File: src/rtl/uart_rx_ovs.sv
// uart_rx_ovs: oversampling UART receive engine.
//   Synchronises the Rx line, samples each bit with a 2-of-3 majority vote around the bit
//   centre, decodes 7/8 data bits with optional parity and 1/2 stop bits, flags break frames
//   and queues received characters in a show-ahead FIFO.
// Ports
//   i_clk        system clock, rising edge
//   i_rst_n      asynchronous active-low reset
//   i_rx_in      asynchronous serial line, idle high
//   i_baud_val   clk cycles per oversample tick (0 behaves as 1)
//   i_parity_en  parity bit follows data
//   i_bit8_en    8 data bits (else 7)
//   i_odd_en     odd parity (else even)
//   i_stop2_en   two stop bits checked
//   i_rd_strb    pop FIFO head, clear sticky flags
//   o_rx_out     FIFO head data, 0 when empty
//   o_rx_rdy     FIFO not empty
//   o_p_err      parity error of head entry
//   o_frm_err    framing error of head entry
//   o_ov_err     sticky: frame dropped on full FIFO
//   o_brk_det    sticky: break frame seen
//   o_fifo_cnt   entries held, 0..FIFO_DEPTH
module uart_rx_ovs #(
  parameter int unsigned BAUD_W     = 18,
  parameter int unsigned OVS        = 16,
  parameter int unsigned FIFO_DEPTH = 4,
  parameter int unsigned SYNC_STG   = 2
) (
  input  logic                          i_clk,
  input  logic                          i_rst_n,
  input  logic                          i_rx_in,
  input  logic [BAUD_W-1:0]             i_baud_val,
  input  logic                          i_parity_en,
  input  logic                          i_bit8_en,
  input  logic                          i_odd_en,
  input  logic                          i_stop2_en,
  input  logic                          i_rd_strb,
  output logic [7:0]                    o_rx_out,
  output logic                          o_rx_rdy,
  output logic                          o_p_err,
  output logic                          o_frm_err,
  output logic                          o_ov_err,
  output logic                          o_brk_det,
  output logic [$clog2(FIFO_DEPTH):0]   o_fifo_cnt
);

  localparam int unsigned OVS_W = $clog2(OVS);
  localparam int unsigned PTR_W = $clog2(FIFO_DEPTH);
  localparam int unsigned CNT_W = PTR_W + 1;
  localparam logic [OVS_W-1:0] SampA   = OVS_W'(OVS / 2 - 1);
  localparam logic [OVS_W-1:0] SampB   = OVS_W'(OVS / 2);
  localparam logic [OVS_W-1:0] SampC   = OVS_W'(OVS / 2 + 1);
  localparam logic [OVS_W-1:0] OvsLast = OVS_W'(OVS - 1);

  typedef enum logic [2:0] {StIdle, StStart, StData, StParity, StStop, StBrk} state_e;

  state_e r_state, w_state_d;

  // Line synchroniser and start-edge detect
  logic [SYNC_STG-1:0] r_sync;
  logic                r_rx_prev;
  logic                w_rx;
  logic                w_start;

  assign w_rx    = r_sync[SYNC_STG-1];
  assign w_start = (r_state == StIdle) && r_rx_prev && !w_rx;

  always_ff @(posedge i_clk or negedge i_rst_n) begin
    if (!i_rst_n) begin
      r_sync    <= '0;
      r_rx_prev <= 1'b0;
    end else begin
      r_sync    <= {r_sync[SYNC_STG-2:0], i_rx_in};
      r_rx_prev <= w_rx;
    end
  end

  // Frame configuration, frozen at the start edge
  logic [BAUD_W-1:0] r_baud;
  logic              r_parity_en, r_bit8_en, r_odd_en, r_stop2_en;

  // Oversample tick generator
  logic [BAUD_W-1:0] r_baud_cnt;
  logic [BAUD_W-1:0] w_baud_cfg;
  logic [BAUD_W-1:0] w_baud_lim;
  logic              w_tick;
  logic [OVS_W-1:0]  r_ovs_cnt;

  assign w_baud_cfg = (r_state == StIdle) ? i_baud_val : r_baud;
  assign w_baud_lim = (w_baud_cfg == '0) ? '0 : w_baud_cfg - BAUD_W'(1);
  // >= keeps the counter bounded if the divisor shrinks while running
  assign w_tick     = (r_baud_cnt >= w_baud_lim);

  always_ff @(posedge i_clk or negedge i_rst_n) begin
    if (!i_rst_n) begin
      r_baud_cnt <= '0;
      r_ovs_cnt  <= '0;
    end else if (w_start) begin
      r_baud_cnt <= '0;
      r_ovs_cnt  <= '0;
    end else if (w_tick) begin
      r_baud_cnt <= '0;
      r_ovs_cnt  <= (r_ovs_cnt == OvsLast) ? '0 : r_ovs_cnt + OVS_W'(1);
    end else begin
      r_baud_cnt <= r_baud_cnt + BAUD_W'(1);
    end
  end

  // Majority vote: first two samples stored, third taken live
  logic [1:0] r_vote;
  logic       w_samp_c, w_bit_end, w_maj;

  assign w_samp_c  = w_tick && (r_ovs_cnt == SampC);
  assign w_bit_end = w_tick && (r_ovs_cnt == OvsLast);
  assign w_maj     = (r_vote[0] & r_vote[1]) | (r_vote[0] & w_rx) | (r_vote[1] & w_rx);

  always_ff @(posedge i_clk or negedge i_rst_n) begin
    if (!i_rst_n) begin
      r_vote <= '0;
    end else if (w_tick && (r_ovs_cnt == SampA)) begin
      r_vote[0] <= w_rx;
    end else if (w_tick && (r_ovs_cnt == SampB)) begin
      r_vote[1] <= w_rx;
    end
  end

  // Frame datapath
  logic [7:0] r_data;
  logic [2:0] r_bit_idx;
  logic       r_stop_idx;
  logic       r_par_bit;
  logic       r_frm_acc;
  logic       w_last_data, w_last_stop, w_par_err, w_brk_cond;

  assign w_last_data = (r_bit_idx == (r_bit8_en ? 3'd7 : 3'd6));
  assign w_last_stop = !r_stop2_en || r_stop_idx;
  assign w_par_err   = r_parity_en & ((^r_data) ^ r_par_bit ^ r_odd_en);
  // Break is judged only on the first stop sample
  assign w_brk_cond  = (r_data == 8'h00) && !(r_parity_en && r_par_bit) && !w_maj &&
                       !r_stop_idx;

  // FSM: state register
  always_ff @(posedge i_clk or negedge i_rst_n) begin
    if (!i_rst_n) begin
      r_state <= StIdle;
    end else begin
      r_state <= w_state_d;
    end
  end

  // FSM: next state
  always_comb begin
    w_state_d = r_state;
    unique case (r_state)
      StIdle:   if (w_start) w_state_d = StStart;
      StStart: begin
        if (w_samp_c && w_maj) w_state_d = StIdle;
        else if (w_bit_end)    w_state_d = StData;
      end
      StData:   if (w_bit_end && w_last_data) w_state_d = r_parity_en ? StParity : StStop;
      StParity: if (w_bit_end) w_state_d = StStop;
      StStop: begin
        if (w_samp_c && w_brk_cond)       w_state_d = StBrk;
        else if (w_samp_c && w_last_stop) w_state_d = StIdle;
      end
      StBrk:    if (w_rx) w_state_d = StIdle;
      default:  w_state_d = StIdle;
    endcase
  end

  // FSM: decoded strobes
  logic w_data_smp, w_par_smp, w_stop_smp, w_push_set, w_brk_set;

  always_comb begin
    w_data_smp = 1'b0;
    w_par_smp  = 1'b0;
    w_stop_smp = 1'b0;
    w_push_set = 1'b0;
    w_brk_set  = 1'b0;
    unique case (r_state)
      StData:   w_data_smp = w_samp_c;
      StParity: w_par_smp  = w_samp_c;
      StStop: begin
        w_stop_smp = w_samp_c;
        w_brk_set  = w_samp_c && w_brk_cond;
        w_push_set = w_samp_c && !w_brk_cond && w_last_stop;
      end
      default: ;
    endcase
  end

  logic       r_push_vld;
  logic [9:0] r_push_ent;

  always_ff @(posedge i_clk or negedge i_rst_n) begin
    if (!i_rst_n) begin
      r_baud      <= '0;
      r_parity_en <= 1'b0;
      r_bit8_en   <= 1'b0;
      r_odd_en    <= 1'b0;
      r_stop2_en  <= 1'b0;
      r_data      <= '0;
      r_bit_idx   <= '0;
      r_stop_idx  <= 1'b0;
      r_par_bit   <= 1'b0;
      r_frm_acc   <= 1'b0;
      r_push_vld  <= 1'b0;
      r_push_ent  <= '0;
    end else begin
      r_push_vld <= w_push_set;
      if (w_push_set) r_push_ent <= {r_frm_acc | ~w_maj, w_par_err, r_data};
      if (w_start) begin
        r_baud      <= i_baud_val;
        r_parity_en <= i_parity_en;
        r_bit8_en   <= i_bit8_en;
        r_odd_en    <= i_odd_en;
        r_stop2_en  <= i_stop2_en;
        r_data      <= '0;
        r_bit_idx   <= '0;
        r_stop_idx  <= 1'b0;
        r_par_bit   <= 1'b0;
        r_frm_acc   <= 1'b0;
      end else begin
        if (w_data_smp) r_data[r_bit_idx] <= w_maj;
        if (w_par_smp)  r_par_bit <= w_maj;
        if (w_stop_smp) r_frm_acc <= r_frm_acc | ~w_maj;
        if ((r_state == StData) && w_bit_end) r_bit_idx <= r_bit_idx + 3'd1;
        if ((r_state == StStop) && w_bit_end) r_stop_idx <= 1'b1;
      end
    end
  end

  // Receive FIFO: entry = {frm_err, p_err, data}
  logic [9:0]       r_mem [FIFO_DEPTH];
  logic [PTR_W-1:0] r_wr_ptr, r_rd_ptr;
  logic [CNT_W-1:0] r_cnt;
  logic             w_empty, w_full, w_pop, w_push, w_ovf;
  logic [9:0]       w_head;

  assign w_empty = (r_cnt == '0);
  assign w_full  = (r_cnt == CNT_W'(FIFO_DEPTH));
  assign w_pop   = i_rd_strb && !w_empty;
  // A same-cycle pop frees the slot, so a full FIFO still accepts the push
  assign w_push  = r_push_vld && (!w_full || w_pop);
  assign w_ovf   = r_push_vld && w_full && !w_pop;

  always_ff @(posedge i_clk) begin
    if (w_push) r_mem[r_wr_ptr] <= r_push_ent;
  end

  always_ff @(posedge i_clk or negedge i_rst_n) begin
    if (!i_rst_n) begin
      r_wr_ptr  <= '0;
      r_rd_ptr  <= '0;
      r_cnt     <= '0;
      o_ov_err  <= 1'b0;
      o_brk_det <= 1'b0;
    end else begin
      if (w_push) r_wr_ptr <= r_wr_ptr + PTR_W'(1);
      if (w_pop)  r_rd_ptr <= r_rd_ptr + PTR_W'(1);
      r_cnt <= r_cnt + CNT_W'(w_push) - CNT_W'(w_pop);
      if (w_ovf)          o_ov_err <= 1'b1;
      else if (i_rd_strb) o_ov_err <= 1'b0;
      if (w_brk_set)      o_brk_det <= 1'b1;
      else if (i_rd_strb) o_brk_det <= 1'b0;
    end
  end

  assign w_head     = w_empty ? 10'h000 : r_mem[r_rd_ptr];
  assign o_rx_out   = w_head[7:0];
  assign o_p_err    = w_head[8];
  assign o_frm_err  = w_head[9];
  assign o_rx_rdy   = !w_empty;
  assign o_fifo_cnt = r_cnt;

endmodule
File: config.mk
export PLATFORM = sky130hd
export DESIGN_NAME = uart_rx_ovs
export DESIGN_NICKNAME = d
export VERILOG_FILES = /design/src/rtl/uart_rx_ovs.sv
export SDC_FILE = /design/constraint.sdc
export NUM_CORES = 1
export LEC_CHECK = 0
export BUFFER_PORTS_ARGS = -buffer_cell sky130_fd_sc_hd__buf_2
export CAP_MARGIN = 20
export CELL_PAD_IN_SITES_DETAIL_PLACEMENT = 0
export CELL_PAD_IN_SITES_GLOBAL_PLACEMENT = 1
export CORE_MARGIN = 3
export CORE_UTILIZATION = 39
export CTS_BUF_LIST = sky130_fd_sc_hd__clkbuf_8
export CTS_CLUSTER_SIZE = 20
export DETAILED_ROUTE_END_ITERATION = 8
export PLACE_DENSITY_LB_ADDON = 0.15
export REMOVE_ABC_BUFFERS = 1
export SETUP_SLACK_MARGIN = 0.3
export SLEW_MARGIN = 20
export SYNTH_ARGS = -nofsm -noshare
export SYNTH_HDL_FRONTEND = slang
export SYNTH_SLANG_ARGS = --single-unit
File: constraint.sdc
create_clock -name i_clk -period 10.24 [get_ports i_clk]
set_input_delay 2.048 -clock i_clk [delete_from_list [all_inputs] [get_ports i_clk]]
set_output_delay 2.048 -clock i_clk [all_outputs]
set_load 0.02 [all_outputs]
==> key figures, run 1 <==
Timing
  • Setup TNS after final layout: 0 ns
  • Final Max Slew Viols: 0
  • Setup-failing EPs final: 0
  • RSZ-0062 raised after global routing: no
  • Slew headroom: 0.4828
  • Minimum clock period: 5.690 ns
  • Clk_skew: 0.01287 ns
  • Slew @ Worst Pin: 0.7677 ns
  • Max frequency: 0.1758 GHz
  • Final Hold Fails: 0
  • Fin crit share: 0.5556

Global route
  • Grt ovf: 0
  • Vias in the first global route: 4719
  • Tot GR Track Use: 0.1566
  • Largest net degree at the start of global routing: 47
  • Initial antenna violation count: 0
  • First-pass GRT wire length: 24430 microns

Clock tree
  • TritonCTS buffer count: 17
  • Clk Tree Root Cell: clkbuf_8
  • Setup Buffers After CTS: 0
  • Clock-pin slew on the worst setup and hold paths: 0.08 ns
  • H-Tree Depth: 4
  • Worst skew pair latency: 0.45 ns
  • Cts repair resizes: 0
  • Clk buf depth: 2
  • CTS tree: yes
  • CTS Hold Buffers Added: 0
  • # clock sinks: 126

Pwr
  • Clock Power Share: 0.433
  • Seq pwr share: 0.549
  • Pwr dens: 123.5 nW/um^2
  • Psw: 0.2263 mW
  • Worst IR Drop VDD: 0.07298 mV
  • Leak: 3.610 nW
  • Sw Ratio: 0.2399
  • Pint: 0.7172 mW
  • Combinational power share: 0.019

Place
  • Hpwl dp: 10450 microns
  • Placed insts: 882
  • GPL Wtd Cong: 0.8306
  • PortBufs: 41

Floorplanning
  • Die area: 19260 sq um
  • Row cnt: 47
  • Chip Height: 138.8 microns
  • Die width: 138.8 microns
  • Area of the core: 16940 sq um
  • Boundary pin count: 42
  • Starting Density: 0.4060

Route
  • Iteration-0 DRC Markers: 265
  • DRC: 0
  • Initial DRT Pass Iterations: 4
  • WL final: 14600 microns
  • Routed length per instance: 15.97 microns
  • ANT nets after route: 0
  • Via density: 5.212
  • Vias: 4764

Logic synthesis
  • Yosys warning count: 0
  • Sequential area share after synthesis: 0.4877
  • Mapped Area: 6875 sq um
  • Dominant synthesized flop cell: dfrtp_1
  • FFs w/ async S/R, synth: 0.6825
  • FF+latch count, synth: 126
  • Synth unique cells: 71
  • Post-synth EDFFs: 40
  • Syn Inst Count: 643
  • Syn avg cell area: 10.69 sq um

Cells and area
  • Commonest non-fill, non-tap cell in the layout: nand2_1
  • Layout area overhead: 11.10%
  • Final nets: 742
  • Share of cells above drive strength 1: 0.1527
  • Post-route insts no fill: 914
  • Diode count: 0
  • Most frequent cells in the layout: nand2_1 (119), dfrtp_1 (86), nor2_1 (41)
  • Fill cells: 1616

Job
  • Max-cap violations: 0

Setup path
  • Critical path arrival: 6.02 ns
  • Crit Path Class: input pin to register
  • Startpoint Class: input pin
  • CP Max Fanout: 16
  • Critical path capture point type: register
  • Required time of the critical path: 10.57 ns

Hold path
  • Hold Path Class: register to register

Status
  • Status: completed
[worst max-delay path: stages]
cell and delay, ns:
buf_2 0.12, nor4_1 0.51, nand3_1 0.14, a21boi_1 0.28, o2111ai_1 0.29, nor2b_1 0.21
xnor2_1 0.13, nand2_1 0.07, ha_1 0.31, nand4_2 0.16, nor3_4 0.28, nor4b_4 0.29
a221oi_4 0.16, nand2_2 0.30, nand3_2 0.30, mux2_1 0.40
[power groups by stage]
| stage | registers, mW | logic, mW | clock network, mW |
|---|---|---|---|
| 6_report | 0.518 | 0.0179 | 0.408 |
| 5_1_grt | 0.517 | 0.0207 | 0.446 |
| 4_1_cts | 0.517 | 0.0187 | 0.423 |
| 3_5_place_dp | 0.528 | 0.0186 | 0 |
| 3_3_place_gp | 0.528 | 0.0184 | 0 |
| 2_1_floorplan | 0.528 | 0.00203 | 0 |
[layer usage]
| metal | vias to the layer above | track usage | share of wire |
|---|---|---|---|
| met5 | - | 0 | 0 |
| met1 | 2310 | 0.2282 | 0.49 |
| met3 | 9 | 0.04103 | 0.046 |
| li1 | 2344 | - | - |
| met4 | 0 | 0.04428 | 0.0082 |
| met2 | 101 | 0.2314 | 0.45 |
[state kept, by name, summed over array words and instances (netlist names), 2 cells and up]
register and count:
r_data 8, r_ovs_cnt 4, o_fifo_cnt 3, r_push_ent 10, r_bit_idx 3, r_baud 18
r_baud_cnt 18, r_vote 2, r_sync 2, r_wr_ptr 2, r_state 3, r_rd_ptr 2
r_mem 40
[cells in the mapped netlist, drive strengths merged (5+ instances only)]
master	instances	area share
nand2	121	0.068
dfrtp	86	0.31
nor2	41	0.022
edfxtp	40	0.17
ha	34	0.062
inv	23	0.013
xor2	23	0.029
mux2i	22	0.032
and2	21	0.019
nand3	21	0.016
xnor2	20	0.025
nor3	16	0.014
a21oi	15	0.011
buf	14	0.012
o21ai	14	0.010
clkbuf	12	0.0066
mux2	12	0.021
and3	11	0.010
mux4	10	0.033
nor2b	8	0.0073
a31oi	6	0.0055
a21o	5	0.0055
nand4	5	0.0055
or3	5	0.0045
[path summary, 6_finish.rpt]
path	startpoint	to	slack, ns	depth (start not counted)
setup / recovery	i_baud_val[5]	r_push_ent[7]$_DFFE_PN0P_	4.55	16
hold / removal	r_sync[0]$_DFF_PN0_	r_sync[1]$_DFF_PN0_	0.35	0
setup reg to reg	r_state[2]$_DFFE_PN0P_	r_push_ent[7]$_DFFE_PN0P_	5.33	17
hold reg to reg	r_sync[0]$_DFF_PN0_	r_sync[1]$_DFF_PN0_	0.35	0
max in group asynchronous	i_rst_n	r_state[0]$_DFFE_PN0P_	7.65	2
min in group asynchronous	i_rst_n	r_baud_cnt[2]$_DFF_PN0_	1.59	1
[cell families after synthesis]
group                    count (synthesis)  synth area share
multiplexers                            44           0.08553
XOR/XNOR                                43           0.05478
AND/OR/NAND/NOR                        268            0.1907
AO/OA/AOI/OAI                           78           0.08517
buffers and inverters                   49           0.03130
adder cells (fa/ha/maj)                 35           0.06479
flip-flops                             126            0.4877
[per-stage QoR]
stage / cell area [sq um] / utilization / hold slack (ns) / setup WS [ns] / total power, mW
after floorplan: 6746 / - / 0.3312 / 4.730 / 0.5299
after detailed placement: 7266 / 0.4290 / 0.3365 / 4.117 / 0.5466
after global placement: 7266 / 0.4290 / 0.3333 / 4.191 / 0.5464
after global routing: 7639 / 0.4510 / 0.3607 / 4.208 / 0.9840
after CTS: 7639 / 0.4510 / 0.3558 / 4.593 / 0.9589
final: 7639 / 0.4510 / 0.3543 / 4.550 / 0.9435
[area by class of cell]
class,count,area (sq um),share of cell area
Sequential cell,126,3353,0.4390
Multi-Input combinational cell,468,3313,0.4337
Tap cell,220,275.3,0.03604
Timing Repair Buffer,45,237.7,0.03112
Clock buffer,17,234.0,0.03063
Clock inverter,15,138.9,0.01818
Inverter,23,86.33,0.01130
(Power assumes the default switching activity.)
==> run 2, diff against run 1 <==
--- a/config.mk
+++ b/config.mk
@@ -5,6 +5,7 @@
 export SDC_FILE = /design/constraint.sdc
 export NUM_CORES = 1
 export LEC_CHECK = 0
+export ABC_AREA = 1
 export BUFFER_PORTS_ARGS = -buffer_cell sky130_fd_sc_hd__buf_2
 export CAP_MARGIN = 20
 export CELL_PAD_IN_SITES_DETAIL_PLACEMENT = 0
==> constraint.sdc (replaced) <==
create_clock -name i_clk -period 5.4 [get_ports i_clk]
set_input_delay 1.08 -clock i_clk [delete_from_list [all_inputs] [get_ports i_clk]]
set_output_delay 1.08 -clock i_clk [all_outputs]
set_load 0.02 [all_outputs]
==> key figures, run 2 <==
Setup path
  • Cell Chain, Critical Path: nor2_4 > nand2_4 > inv_2 > nand2_1 > o21ai_1 > nand2_1 > nor2_1 > nand2_1 > nor2_2 > nand2_1 > xor2_1 > nand2_2 > ha_1 > nand2_1 > nor2_1 > a21boi_0 > nor2_1 > nand3_1 > nand2_1 > nor2_1 > nand3b_2 > nor2_1 > nor2_1
  • Critical path capture point type: register
  • Flop-to-flop setup slack: 0.94 ns
  • Startpoint Class: register
  • Cell depth of the worst flop-to-flop path: 23
  • Crit Path Class: register to register
  • Slowest CP cell: dfrtp_1
  • Critical path arrival: 4.79 ns
  • CP Max Fanout: 26
  • Required time of the critical path: 5.73 ns
  • Max incr delay on CP: 0.47 ns

Cells and area
  • Most frequent cells in the layout: nand2_1 (154), nor2_1 (105), dfrtp_1 (86)
  • Share of cells above drive strength 1: 0.1330
  • Final nets: 875
  • Final core occ: 0.4514
  • Fill cells: 1701
  • Layout area overhead: 12.70%
  • Regs by FF count: r_mem (40), r_baud (18), r_baud_cnt (18)
  • Diode count: 0
  • Area of the multi-input gates: 2899 sq um
  • Largest register FFs: 40
  • FF/Latch Area: 3353 sq um
  • Post-route insts no fill: 1047
  • Top reg by flops: r_mem
  • Commonest non-fill, non-tap cell in the layout: nand2_1

Logic synthesis
  • Synth unique cells: 48
  • Simple-Gate Fraction of Synth Area: 0.2306
  • Share of the synthesized area in the top cell type: 0.3217
  • Dominant synthesized flop cell: dfrtp_1
  • Mux share of post-synthesis cell area: 0.004863
  • Commonest cells post-synth: nand2_1 (154), nor2_1 (106), dfrtp_1 (86)
  • Largest area contributor in the netlist: dfrtp_1
  • Post-synthesis adder-cell area fraction: 0.06809
  • Syn avg cell area: 8.687 sq um
  • Post-synth EDFFs: 40
  • Yosys warning count: 0
  • Cell with the most instances after synthesis: nand2_1
  • Main area contributors after synthesis: dfrtp_1 (32%), edfxtp_1 (18%), nand2_1 (8.6%)
  • Synth Area in XOR/XNOR: 0.03797
  • FFs w/ async S/R, synth: 0.6825
  • FF+latch count, synth: 126
  • Sequential area share after synthesis: 0.5013
  • Compound-Gate Fraction of Synth Area: 0.09147
  • Mapped Area: 6689 sq um
  • Largest family of logic cells by synthesized area: simple AND/OR/NAND/NOR gates
  • Syn Inst Count: 770

Global route
  • First-pass GRT wire length: 24430 microns
  • Vias in the first global route: 4893
  • Initial antenna violation count: 0
  • Largest net degree at the start of global routing: 45
  • Met1 Use GR: 0.2207
  • Grt ovf: 0
  • GRT met3 Usage: 0.03529
  • GR Util met2: 0.2708
  • Busiest layer in global routing: met2
  • Tot GR Track Use: 0.1668

Timing
  • Clk_skew: 0.01436 ns
  • Fin crit share: 0.8258
  • Worst Setup Slack, final: 0.9409 ns
  • Slew @ Worst Pin: 1.014 ns
  • Setup TNS after final layout: 0 ns
  • Setup-failing EPs final: 0
  • Minimum clock period: 4.459 ns
  • Max frequency: 0.2243 GHz
  • Final Max Slew Viols: 0
  • Final Hold Fails: 0
  • Slew headroom: 0.3216
  • RSZ-0062 raised after global routing: no

Clock tree
  • Clk Tree Root Cell: clkbuf_8
  • Clk buf depth: 2
  • Setup Buffers After CTS: 0
  • # clock sinks: 126
  • Worst skew pair latency: 0.44 ns
  • H-Tree Depth: 4
  • Clock-pin slew on the worst setup and hold paths: 0.08 ns
  • TritonCTS buffer count: 17
  • Cts repair resizes: 0
  • CTS tree: yes
  • CTS Hold Buffers Added: 0

Pwr
  • Combinational power share: 0.406
  • Seq pwr share: 0.346
  • Clock Power Share: 0.248
  • Sw Ratio: 0.4120
  • Design Power: 3.700 mW
  • Psw: 1.524 mW
  • Leak: 3.488 nW
  • Pwr dens: 490.8 nW/um^2
  • Pint: 2.176 mW
  • Worst IR Drop VDD: 0.2137 mV

Route
  • Via density: 4.834
  • Initial DRT Pass Iterations: 5
  • ANT nets after route: 0
  • WL final: 14460 microns
  • Routed length per instance: 13.81 microns
  • Iteration-0 DRC Markers: 231
  • DRC: 0
  • Vias: 5061

Floorplanning
  • Chip Height: 137.0 microns
  • Starting Density: 0.4005
  • Die area: 18760 sq um
  • Boundary pin count: 42
  • Die width: 137.0 microns
  • Area of the core: 16700 sq um
  • Row cnt: 47

Place
  • Setup WS pre-CTS: 0.6816 ns
  • Placed insts: 1015
  • GPL Wtd Cong: 0.8086
  • Hpwl dp: 10260 microns
  • PortBufs: 41

Status
  • Status: completed

Hold path
  • Hold Path Class: register to register
  • Hold Path Cell Cnt: 0

Job
  • Max-cap violations: 0
-- run 2: changes by cell type in the layout (fill, tap and decap cells not counted), moves of 21 or more --
cell and delta:
nor2_1 +64, mux2i_1 -21, nand2_1 +35, inv_1 +58, nand3_1 +24, o21ai_0 +50
-- run 2: cells by family (layout without fill, tap and decap cells) --
group                    count (synthesis)  count (layout)
AND/OR/NAND/NOR                        353             353
flip-flops                             126             126
AO/OA/AOI/OAI                          116             116
buffers and inverters                  108             165
adder cells (fa/ha/maj)                 36              36
XOR/XNOR                                29              29
multiplexers                             2               2
-- run 2: worst paths after layout --
kind | from | endpoint
max | r_state[0]$_DFFE_PN0P_ | r_push_ent[9]$_DFFE_PN0P_
min | r_sync[0]$_DFF_PN0_ | r_sync[1]$_DFF_PN0_
max reg2reg | r_state[0]$_DFFE_PN0P_ | r_push_ent[9]$_DFFE_PN0P_
min reg2reg | r_sync[0]$_DFF_PN0_ | r_sync[1]$_DFF_PN0_
max in group asynchronous | i_rst_n | r_state[1]$_DFFE_PN0P_
min in group asynchronous | i_rst_n | r_push_ent[4]$_DFFE_PN0P_
-- run 2: power groups by stage --
stage               combinational (mW)  sequential (mW)  clock, mW
floorplan                         1.13             1.27          0
global placement                  1.50             1.29          0
detailed placement                1.53             1.30          0
CTS                               1.53             1.28      0.949
global route                      1.75             1.31      0.991
finish                            1.50             1.28      0.918
-- run 2: final cells by class --
type	instances	area share
inverter	88	0.04398
clock inverter	15	0.02755
clock buffer	17	0.03104
tap	220	0.03651
multi-input combinational	536	0.3846
timing repair buffer	45	0.03154
sequential	126	0.4448
-- run 2: critical path: cells and delay by family, from the launching register on --
| kind | cells | cell delay (ns) |
|---|---|---|
| buffers and inverters | 1 | 0.30 |
| and+or+nand+nor | 18 | 2.72 |
| DFF | 1 | 0.47 |
| xor gates and xnor gates | 1 | 0.18 |
| AOI/OAI and AO/OA | 2 | 0.39 |
| adders and majority gates | 1 | 0.29 |
-- run 2: metal layers --
| metal | up-vias | part of all wire | wire, microns |
|---|---|---|---|
| met4 | 0 | 0.016 | 229 |
| met2 | 92 | 0.47 | 6859 |
| li1 | 2600 | - | - |
| met3 | 18 | 0.031 | 442 |
| met1 | 2351 | 0.48 | 6931 |
| met5 | - | 0 | 0 |
-- run 2: metrics by stage --
step                instance area (sq um)  hold slack [ns]
finish                               7538           0.3532
global route                         7538           0.3593
CTS                                  7536           0.3565
detailed placement                   7094           0.3378
global placement                     7094           0.3410
floorplan                            6581           0.3312
==> run 3, diff against run 2 <==
--- a/config.mk
+++ b/config.mk
@@ -5,7 +5,7 @@
 export SDC_FILE = /design/constraint.sdc
 export NUM_CORES = 1
 export LEC_CHECK = 0
-export ABC_AREA = 1
+export ABC_AREA = 0
 export BUFFER_PORTS_ARGS = -buffer_cell sky130_fd_sc_hd__buf_2
 export CAP_MARGIN = 20
 export CELL_PAD_IN_SITES_DETAIL_PLACEMENT = 0
==> constraint.sdc (replaced) <==
create_clock -name i_clk -period 4.35 [get_ports i_clk]
set_input_delay 0.87 -clock i_clk [delete_from_list [all_inputs] [get_ports i_clk]]
set_output_delay 0.87 -clock i_clk [all_outputs]
set_load 0.02 [all_outputs]
==> key figures, run 3 (same netlist as run 1, synthesis figures left out) <==
Status
  • Status: completed

Clock tree
  • Clk Tree Root Cell: clkbuf_8
  • TritonCTS buffer count: 17
  • CTS tree: yes
  • Clock-pin slew on the worst setup and hold paths: 0.09 ns
  • H-Tree Depth: 4
  • Worst skew pair latency: 0.45 ns
  • # clock sinks: 126
  • Clk buf depth: 2

Place
  • Hpwl dp: 11250 microns
  • Setup WS pre-CTS: -0.2306 ns
  • GPL Wtd Cong: 0.7853
  • PortBufs: 41

Pwr
  • Pint: 1.672 mW
  • Combinational power share: 0.021
  • Sw Ratio: 0.2687
  • Design Power: 2.286 mW
  • Psw: 0.6142 mW
  • Worst IR Drop VDD: 0.1800 mV
  • Seq pwr share: 0.533
  • Leak: 3.910 nW
  • Pwr dens: 276.3 nW/um^2
  • Clock Power Share: 0.446

Setup path
  • Max incr delay on CP: 0.49 ns
  • CP startpoint: r_state[2]$_DFFE_PN0P_
  • Slowest CP cell: dfrtp_2
  • CP bufs+invs: 0
  • Cell mode on critical path: nor3_4
  • Startpoint Class: register
  • Critical path arrival: 4.35 ns
  • CP delay by family, top: simple AND/OR/NAND/NOR gates
  • Cell Chain, Critical Path: nor3_4 > mux2i_2 > ha_2 > o2111a_2 > and2_4 > o21a_1 > a21boi_2 > nor2_1 > ha_1 > nand4_4 > nor3_4 > nor4b_4 > a221oi_4 > nand2_4 > and4b_1 > mux2_4
  • Reg2reg start: r_state[2]$_DFFE_PN0P_
  • CP Max Fanout: 7
  • Crit Path Class: register to register
  • Critical path capture point type: register
  • Required time of the critical path: 4.69 ns

Route
  • Vias: 4994
  • Initial DRT Pass Iterations: 4
  • Iteration-0 DRC Markers: 266
  • WL final: 15950 microns
  • DRC: 0
  • Routed length per instance: 16.53 microns
  • Via density: 5.175
  • ANT nets after route: 0

Timing
  • Fin crit share: 0.9220
  • Final Max Slew Viols: 0
  • Slew headroom: 0.3311
  • Max frequency: 0.2493 GHz
  • Slew @ Worst Pin: 1.003 ns
  • Minimum clock period: 4.011 ns
  • Worst Setup Slack, final: 0.3392 ns
  • Final Hold Fails: 0
  • Setup-failing EPs final: 0
  • RSZ-0062 raised after global routing: yes
  • Clk_skew: 0.02009 ns

Global route
  • Largest net degree at the start of global routing: 43
  • Tot GR Track Use: 0.1713
  • Initial antenna violation count: 0
  • First-pass GRT wire length: 26540 microns
  • Grt ovf: 0
  • Vias in the first global route: 5120

Floorplanning
  • Die area: 19260 sq um
  • Area of the core: 16940 sq um
  • Starting Density: 0.4060
  • Boundary pin count: 42
  • Die width: 138.8 microns
  • Chip Height: 138.8 microns
  • Row cnt: 47

Hold path
  • Hold Startpoint: r_sync[0]$_DFF_PN0_
  • Hold Path Class: register to register

Cells and area
  • Most frequent cells in the layout: nand2_1 (116), dfrtp_1 (83), buf_4 (50)
  • Commonest non-fill, non-tap cell in the layout: nand2_1
  • Largest register FFs: 40
  • Final core occ: 0.4884
  • Top reg by flops: r_mem
  • Regs by FF count: r_mem (40), r_baud (18), r_baud_cnt (18)
  • Final nets: 793
  • Diode count: 0
  • Share of cells above drive strength 1: 0.2644
  • Layout area overhead: 20.31%

Job
  • Max-cap violations: 0
## run 3: cell type report
class	count	area [sq um]
Clock buffer	17	234.0
Clock inverter	15	167.7
Fill cell	1598	8665
Inverter	23	86.33
Multi-Input combinational cell	469	3526
Sequential cell	126	3357
Tap cell	220	275.3
Timing Repair Buffer	95	625.6
## run 3: worst paths after layout
path,to,slack (ns),cells past startpoint
worst max-delay path,r_vote[0]$_DFFE_PN0P_,0.34,16
worst min-delay path,r_sync[1]$_DFF_PN0_,0.37,0
worst max register to register,r_vote[0]$_DFFE_PN0P_,0.34,16
worst min register to register,r_sync[1]$_DFF_PN0_,0.37,0
max in group asynchronous,r_data[6]$_DFFE_PN0P_,3.14,2
min in group asynchronous,r_baud[6]$_DFFE_PN0P_,0.41,1
## run 3: through the flow
stage	std cells	area (sq um)	setup TNS, ns	hold WS, ns
2_1_floorplan	617	6746	-15.60	0.3312
3_3_place_gp	917	7528	-2.646	0.3347
3_5_place_dp	917	7528	-5.123	0.3465
4_1_cts	960	8059	0	0.3684
5_1_grt	965	8272	0	0.3732
6_report	965	8272	0	0.3693
## run 3: what timing repair did
item | CTS | global route
cloned | 1 | 2
pin swaps | 8 | 18
endpoints found under the setup margin | 52 | 52
hold buffers | 0 | 0
resized for setup | 14 | 41
buffers inserted | 10 | 3
## run 3: power groups by stage
stage	Clock (mW)	Sequential, mW	Combinational, mW
after floorplan	0	1.24	0.00478
after global placement	0	1.24	0.0496
after detailed placement	0	1.24	0.0502
after CTS	1.05	1.22	0.0505
after global routing	1.10	1.22	0.0557
final	1.02	1.22	0.0488
## run 3: layer usage
| metal | vias up | GRT usage | wire (microns) |
|---|---|---|---|
| met3 | 9 | 0.03172 | 440 |
| met4 | 0 | 0.04789 | 119 |
| li1 | 2451 | - | - |
| met1 | 2459 | 0.2341 | 7932 |
| met2 | 75 | 0.2810 | 7460 |
| met5 | - | 0 | 0 |
